==> config.mk <==
export PLATFORM = sky130hd
export DESIGN_NAME = assemblatore_x7_x0
export DESIGN_NICKNAME = d
export VERILOG_FILES = /design/src/rtl/assemblatore_x7_x0_pkg.sv /design/src/rtl/assemblatore_x7_x0_registro_scorrimento.sv /design/src/rtl/assemblatore_x7_x0.sv
export SDC_FILE = /design/constraint.sdc
export NUM_CORES = 1
export LEC_CHECK = 0
export ABC_CLOCK_PERIOD_IN_PS = 4250
export CORE_MARGIN = 1.5
export CORE_UTILIZATION = 57
export DETAILED_ROUTE_END_ITERATION = 10
export PLACE_DENSITY = 0.9
export SYNTH_ARGS = -nofsm -noshare
export SYNTH_HDL_FRONTEND = slang
export SYNTH_HIERARCHICAL = 1
export SYNTH_SLANG_ARGS = --single-unit
export TNS_END_PERCENT = 5
==> constraint.sdc <==
create_clock -name clock -period 4.25 [get_ports clock]
set_input_delay 0.425 -clock clock [delete_from_list [all_inputs] [get_ports clock]]
set_output_delay 0.425 -clock clock [all_outputs]
set_load 0.05 [all_outputs]
==> src/rtl/assemblatore_x7_x0_pkg.sv <==
// Shared definitions for the serial-to-byte assembler feeding the x7_x0 network input.
package assemblatore_x7_x0_pkg;

  localparam int unsigned NBitDefault = 8;

  typedef enum logic [1:0] {
    Attesa   = 2'b00,
    Presenta = 2'b01,
    Rilascio = 2'b10
  } stato_e;

endpackage

==> src/rtl/assemblatore_x7_x0_registro_scorrimento.sv <==
// Shift register and bit counter. Emits the assembled byte, including the bit arriving this
// cycle, together with a one-cycle completion pulse.
module assemblatore_x7_x0_registro_scorrimento
  import assemblatore_x7_x0_pkg::*;
#(
  parameter int unsigned N_BIT     = NBitDefault,
  parameter bit          MSB_FIRST = 1'b1
) (
  input  logic             clock,
  input  logic             reset_,
  input  logic             bit_in,
  input  logic             strobe,
  input  logic             sync_,
  output logic [N_BIT-1:0] byte_out,
  output logic             done
);

  localparam int unsigned CntW = (N_BIT > 1) ? $clog2(N_BIT) : 1;

  logic [CntW-1:0]  cnt_q, cnt_d;
  logic [N_BIT-1:0] sr_q, sr_d, shifted;
  logic             last;

  always_comb begin
    if (MSB_FIRST) shifted = {sr_q[N_BIT-2:0], bit_in};
    else           shifted = {bit_in, sr_q[N_BIT-1:1]};
    last     = (cnt_q == CntW'(N_BIT - 1));
    done     = strobe & sync_ & last;
    byte_out = shifted;
  end

  // A low sync_ wins over a coincident strobe: that bit is discarded.
  always_comb begin
    cnt_d = cnt_q;
    sr_d  = sr_q;
    if (!sync_) begin
      cnt_d = '0;
      sr_d  = '0;
    end else if (strobe) begin
      sr_d  = shifted;
      cnt_d = last ? '0 : cnt_q + CntW'(1);
    end
  end

  always_ff @(posedge clock or negedge reset_) begin
    if (!reset_) begin
      cnt_q <= '0;
      sr_q  <= '0;
    end else begin
      cnt_q <= cnt_d;
      sr_q  <= sr_d;
    end
  end

endmodule

==> src/rtl/assemblatore_x7_x0.sv <==
// Serial byte assembler with holding register, four-phase dav_/rfd handshake and sticky overrun.
module assemblatore_x7_x0
  import assemblatore_x7_x0_pkg::*;
#(
  parameter int unsigned N_BIT     = NBitDefault,
  parameter bit          MSB_FIRST = 1'b1
) (
  input  logic             clock,
  input  logic             reset_,
  input  logic             bit_in,
  input  logic             strobe,
  input  logic             sync_,
  input  logic             rfd,
  output logic [N_BIT-1:0] x7_x0,
  output logic             dav_,
  output logic             overrun
);

  stato_e           state_q, state_d;
  logic [N_BIT-1:0] holding_q, holding_d;
  logic [N_BIT-1:0] x7_x0_q, x7_x0_d;
  logic             full_q, full_d;
  logic             overrun_q, overrun_d;
  logic [N_BIT-1:0] byte_new;
  logic             done;
  logic             release_hold;

  assemblatore_x7_x0_registro_scorrimento #(
    .N_BIT    (N_BIT),
    .MSB_FIRST(MSB_FIRST)
  ) u_registro_scorrimento (
    .clock   (clock),
    .reset_  (reset_),
    .bit_in  (bit_in),
    .strobe  (strobe),
    .sync_   (sync_),
    .byte_out(byte_new),
    .done    (done)
  );

  always_ff @(posedge clock or negedge reset_) begin
    if (!reset_) begin
      state_q   <= Attesa;
      holding_q <= '0;
      x7_x0_q   <= '0;
      full_q    <= 1'b0;
      overrun_q <= 1'b0;
    end else begin
      state_q   <= state_d;
      holding_q <= holding_d;
      x7_x0_q   <= x7_x0_d;
      full_q    <= full_d;
      overrun_q <= overrun_d;
    end
  end

  always_comb begin
    state_d      = state_q;
    x7_x0_d      = x7_x0_q;
    release_hold = 1'b0;
    unique case (state_q)
      Attesa: begin
        if (full_q && rfd) begin
          state_d = Presenta;
          x7_x0_d = holding_q;
        end
      end
      Presenta: begin
        if (!rfd) begin
          state_d      = Rilascio;
          release_hold = 1'b1;
        end
      end
      Rilascio: begin
        if (rfd) state_d = Attesa;
      end
      default: state_d = Attesa;
    endcase
  end

  // Holding is freed and refilled on the same edge when a byte completes during release.
  always_comb begin
    holding_d = holding_q;
    full_d    = full_q & ~release_hold;
    overrun_d = overrun_q;
    if (done) begin
      if (!full_q || release_hold) begin
        holding_d = byte_new;
        full_d    = 1'b1;
      end else begin
        overrun_d = 1'b1;
      end
    end
  end

  always_comb begin
    dav_    = (state_q != Presenta);
    x7_x0   = x7_x0_q;
    overrun = overrun_q;
  end

endmodule

==> results of run 1 <==
==> worst register-to-register path: stages, from the launching register on <==
cell	delay (ps)
dfrtp_1	410
ha_1	200
ha_1	190
and3_2	220
o21ai_2	170
mux2_2	380
==> report_power, final <==
group,internal [W],total (W),switching [W]
logic,0.0000305,0.0000685,0.0000379
registers,0.000295,0.000307,0.0000114
clock network,0.0000800,0.000172,0.0000919
total,0.000406,0.000547,0.000141
==> stage by stage <==
stage               power [W]  utilization  hold slack [ps]  instance area [um2]  cells
floorplan           0.0003582            -            129.4                 1251     85
global placement    0.0003781       0.7024            452.3                 1420    125
detailed placement  0.0003825       0.7024            485.9                 1420    125
CTS                 0.0005558       0.7321            478.5                 1480    133
global route        0.0005737       0.7321            509.0                 1480    133
finish              0.0005473       0.7321            481.8                 1480    133
==> metal layers <==
metal	up-vias	wire length, um	track usage
li1	336	-	-
met1	338	863	0.2407
met2	14	979	0.2911
met3	4	73	0.08485
met4	0	37	0.1065
met5	-	0	0
==> sequential cells by signal (all words and copies together), names as in the netlist <==
name                          flops
holding_q                         8
full_q                            1
u_registro_scorrimento/sr_q       7
u_registro_scorrimento/cnt_q      3
state_q                           2
x7_x0                             8
overrun                           1
==> cell usage after synthesis, types with 2 or more instances <==
library cell,number
mux2_2,16
nor2_1,2
dfrtp_1,30
nor2b_1,9
mux2i_1,9
ha_1,2
==> cell families (layout without fill, tap and decap cells) <==
kind of cell | count (synthesis) | count (layout) | synth area share
AOI/OAI and AO/OA | 4 | 4 | 0.02100
adders and majority gates | 2 | 2 | 0.02000
buffers and inverters | 4 | 25 | 0.02100
DFF | 30 | 30 | 0.6000
muxes | 25 | 25 | 0.2160
and+or+nand+nor | 20 | 20 | 0.1220
==> area by class of cell <==
cell class                      count  area (um2)
Tap cell                           27       33.78
Clock inverter                      1       5.005
Clock buffer                        7       55.05
Multi-Input combinational cell     51       474.2
Sequential cell                    30       750.7
Fill cell                         137       541.8
Inverter                            1       3.754
Timing Repair Buffer               16       157.7
==> how the worst max path moves through the flow <==
stage | from | end | slack [ps] | depth (start not counted)
finish | state_q[0] | dav_ | 2080 | 2
global route | state_q[0] | dav_ | 2000 | 2
CTS | state_q[0] | dav_ | 2050 | 2
detailed placement | strobe | holding_q[2] | 2030 | 4
global placement | strobe | holding_q[7] | 2060 | 4
floorplan | u_registro_scorrimento/cnt_q[0] | holding_q[0] | 2690 | 5
==> impl_metrics.yaml, run 1 <==
placed_design:
  gp_congestion: 0.7018
  place_hpwl_um: 1382
  port_buffers: 15
  preCtsSetupSlack_ps: 2026
clock_network:
  cts_hold_buf: 0
  clk_pin_slew_worst_paths_ps: 90
  root_buffer: "clkbuf_4"
  cts_tree: "done"
  cts_sinks: 30
  cts_buffers: 5
  cts_buffer_depth: 2
  postCtsSetupBuffers: 0
  cts_resized: 0
  clkLatencyLatePin_ps: 320
  h-tree-depth: 2
drt:
  ant_nets: 0
  vias_per_cell: 5.203
  drt_first_pass_iters: 2
  drc_errors: 0
  drt-initial-drc-count: 2
  drt-total-wl_um: 1953
  wire_per_inst_um: 14.68
  vias: 692
floorplanning:
  die-area_mm2: 0.002485
  die_w_um: 49.85
  die_y_um: 49.85
  start_util: 0.6188
  ios: 16
  coreArea_mm2: 0.002022
  rows: 16
setup_path:
  cp_cell_sequence: "or2b_1 -> clkdlybuf4s50_1"
  worstPathArrival_ps: 1750
  cpMaxStageDelayCell: "clkdlybuf4s50_1"
  r2r_setup_slack_ps: 2560
  path_delay_family: "buffers and inverters"
  path_buf_inv: 1
  end_kind: "output port"
  max_stage_delay_ps: 800
  crit_path_start_kind: "flip-flop"
  crit_fanout: 5
  critPathKind: "reg2out"
  required_ps: 3830
  rr_startpoint: "u_registro_scorrimento/cnt_q[0]"
  timing.rr.end: "holding_q[0]"
  worst-r2r-cell-count: 5
timing:
  setup-tns-final_ps: 0
  finalCritPeriodShare: 0.5114
  setup_viol: 0
  max_clock_freq_ghz: 0.4601
  finalHoldViolCount: 0
  fin_skew_ps: 5.436
  slew_viol_final: 0
  rsz0062_at_grt: "false"
  worstMarginPinSlew_ps: 567.4
  slew_headroom: 0.6201
  fin_crit_ps: 2173
  setup_ws_ps: 2077
power_and_ir_drop:
  vdd_drop_max_mv: 0.2779
  power_density_mw_per_mm2: 369.7
  p_leak_nw: 0.7329
logic_synthesis:
  syn-num-nets: 93
  synth_area_mm2: 0.001251
  syn-instance-count: 85
  synth.avg_cell_area_um2: 14.72
  synth_warnings: 6
  yosysTopAreaCell: "dfrtp_1"
  yosys-top-cells-area: "dfrtp_1 (60%), mux2_2 (14%), mux2i_1 (7.2%)"
  synth_enable_flop_cells: 0
  ys_seq_area_frac: 0.6000
  ys_ff_latch: 30
  ys_types: 23
  async_reset_ff_frac: 1.000
  netlist.area_leader.share: 0.6000
  synth_ff_type: "dfrtp_1"
finish:
  num_antenna_cells: 0
  nets: 113
  final_common_cell: "dfrtp_1"
  layout_common_cells: "dfrtp_1 (30), mux2_2 (16), clkdlybuf4s50_1 (15)"
  drive_gt1_frac: 0.2830
  area_delta_synth_final_pct: 18.30
global_route:
  antenna_found_initial: 0
  grt_overflow_total: 0
  grt_pass1_wl_um: 3374
  grt_max_degree: 31
  grt_pass1_vias: 735
  grtUsageTotal: 0.1962
job:
  drv_cap: 0
outcome:
  status: "complete, no violations"
worst_hold_path:
  hp-class: "in2async"
Power figures use the tool's default switching activity.
==> run 2, diff against run 1 <==
ABC_CLOCK_PERIOD_IN_PS = 2100   (was 4250)
CORE_UTILIZATION = 53   (was 57)
PLACE_DENSITY = 0.85   (was 0.9)
clock period = 2.1 ns   (was 4.25 ns; I/O delays follow)
==> run 2 against run 1 <==
Against the previous run:
- via count grew 2.2%
- utilization down 6.0 points
- critical path depth did not move
- clock skew up 5.5 ps
- global-route usage hardly changed
==> impl_metrics.yaml, run 2 (same netlist as run 1, synthesis figures left out) <==
timing:
  fin_crit_ps: 1988
  finalCritPeriodShare: 0.9466
  max_clock_freq_ghz: 0.5031
  setup_viol: 0
  slew_viol_final: 0
  slew_headroom: 0.5794
  fin_skew_ps: 10.89
  finalHoldViolCount: 0
  rsz0062_at_grt: "false"
  worstMarginPinSlew_ps: 628.2
  setup-tns-final_ps: 0
power_and_ir_drop:
  p_leak_nw: 0.7375
  total_power_w: 0.001093
  power_density_mw_per_mm2: 734.8
  vdd_drop_max_mv: 0.5079
drt:
  route.met3.wl_um: 109
  wl_met2_um: 872
  wire_per_inst_um: 14.63
  drc_errors: 0
  drt-total-wl_um: 1960
  drt-initial-drc-count: 7
  vias_per_cell: 5.276
  ant_nets: 0
  drt_first_pass_iters: 4
  top_layer: "met4"
  wl_met1_um: 941
  vias: 707
setup_path:
  worst-r2r-cell-count: 5
  r2r_setup_slack_ps: 380
  rr_startpoint: "u_registro_scorrimento/cnt_q[0]"
  crit_path_start_kind: "flip-flop"
  end_kind: "output port"
  crit_fanout: 5
  critPathKind: "reg2out"
  worstPathArrival_ps: 1780
  timing.rr.end: "holding_q[1]"
  required_ps: 1890
clock_network:
  root_buffer: "clkbuf_4"
  h-tree-depth: 2
  postCtsSetupBuffers: 0
  cts_resized: 0
  cts_tree: "done"
  cts_sinks: 30
  cts_buffers: 5
  cts_hold_buf: 0
  clk_pin_slew_worst_paths_ps: 90
  cts_buffer_depth: 2
  clkLatencyLatePin_ps: 330
finish:
  area_delta_synth_final_pct: 18.90
  num_antenna_cells: 0
  regArea_um2: 750.7
  nets: 115
  final_common_cell: "dfrtp_1"
  layout_common_cells: "dfrtp_1 (30), mux2_2 (16), clkdlybuf4s50_1 (15)"
  drive_gt1_frac: 0.2925
  multiInputGateArea_um2: 474.2
  nFillCells: 166
floorplanning:
  die_y_um: 51.59
  coreArea_mm2: 0.002212
  start_util: 0.5656
  die_w_um: 51.59
  die-area_mm2: 0.002661
  rows: 17
  ios: 16
global_route:
  grtUsageTotal: 0.1961
  antenna_found_initial: 0
  grt_max_degree: 31
  grt_pass1_vias: 753
  grt_overflow_total: 0
  grt_pass1_wl_um: 3532
placed_design:
  port_buffers: 15
  place_hpwl_um: 1327
  gp_congestion: 0.7028
job:
  drv_cap: 0
outcome:
  status: "complete, no violations"
worst_hold_path:
  hp-class: "in2async"
[run 2: stage by stage]
step | cell area [um2] | std cells | hold WS [ps] | utilization | worst slack (ps)
5_1_grt | 1488 | 134 | 291.1 | 0.6725 | 40.80
4_1_cts | 1488 | 134 | 261.5 | 0.6725 | 80.46
6_report | 1488 | 134 | 257.7 | 0.6725 | 112.2
3_3_place_gp | 1436 | 128 | 442.0 | 0.6493 | 329.1
2_1_floorplan | 1251 | 85 | -85.59 | - | 535.4
3_5_place_dp | 1436 | 128 | 451.6 | 0.6493 | 238.8
[run 2: report_power, final]
part | internal (W) | switching, W | total [W]
clock | 0.000150 | 0.000180 | 0.000331
sequential | 0.000598 | 0.0000239 | 0.000622
combinational | 0.0000639 | 0.0000771 | 0.000141
total | 0.000812 | 0.000281 | 0.00109
[run 2: how the worst max path moves through the flow]
stage	slack (ps)	cells after the start	start	endpoint
6_report	110	2	state_q[0]	dav_
5_1_grt	40	2	state_q[0]	dav_
4_1_cts	80	2	state_q[0]	dav_
3_5_place_dp	240	3	rfd	x7_x0[5]
3_3_place_gp	330	3	rfd	x7_x0[0]
2_1_floorplan	540	5	u_registro_scorrimento/cnt_q[0]	holding_q[0]
[run 2: worst max-delay path: stages (launching register included)]
cell and delay, ps:
dfrtp_1 440, or2b_1 210, clkdlybuf4s50_1 810
[run 2: area by class of cell]
class | count | share of cell area
Timing Repair Buffer | 18 | 0.1161
Multi-Input combinational cell | 51 | 0.3188
Clock buffer | 6 | 0.03448
Sequential cell | 30 | 0.5046
Inverter | 1 | 0.002523
Tap cell | 28 | 0.02355
[run 2: metal layers]
metal / global-route usage / up-vias
met2: 0.2628 / 18
met1: 0.2529 / 348
met4: 0.1316 / 0
met5: 0 / -
li1: - / 335
met3: 0.08908 / 6
==> run 3, diff against run 2 <==
GPL_ROUTABILITY_DRIVEN = 0   (was unset)
==> results of run 3 <==
The final DEF is identical to that of run 2; final timing and power are the same.
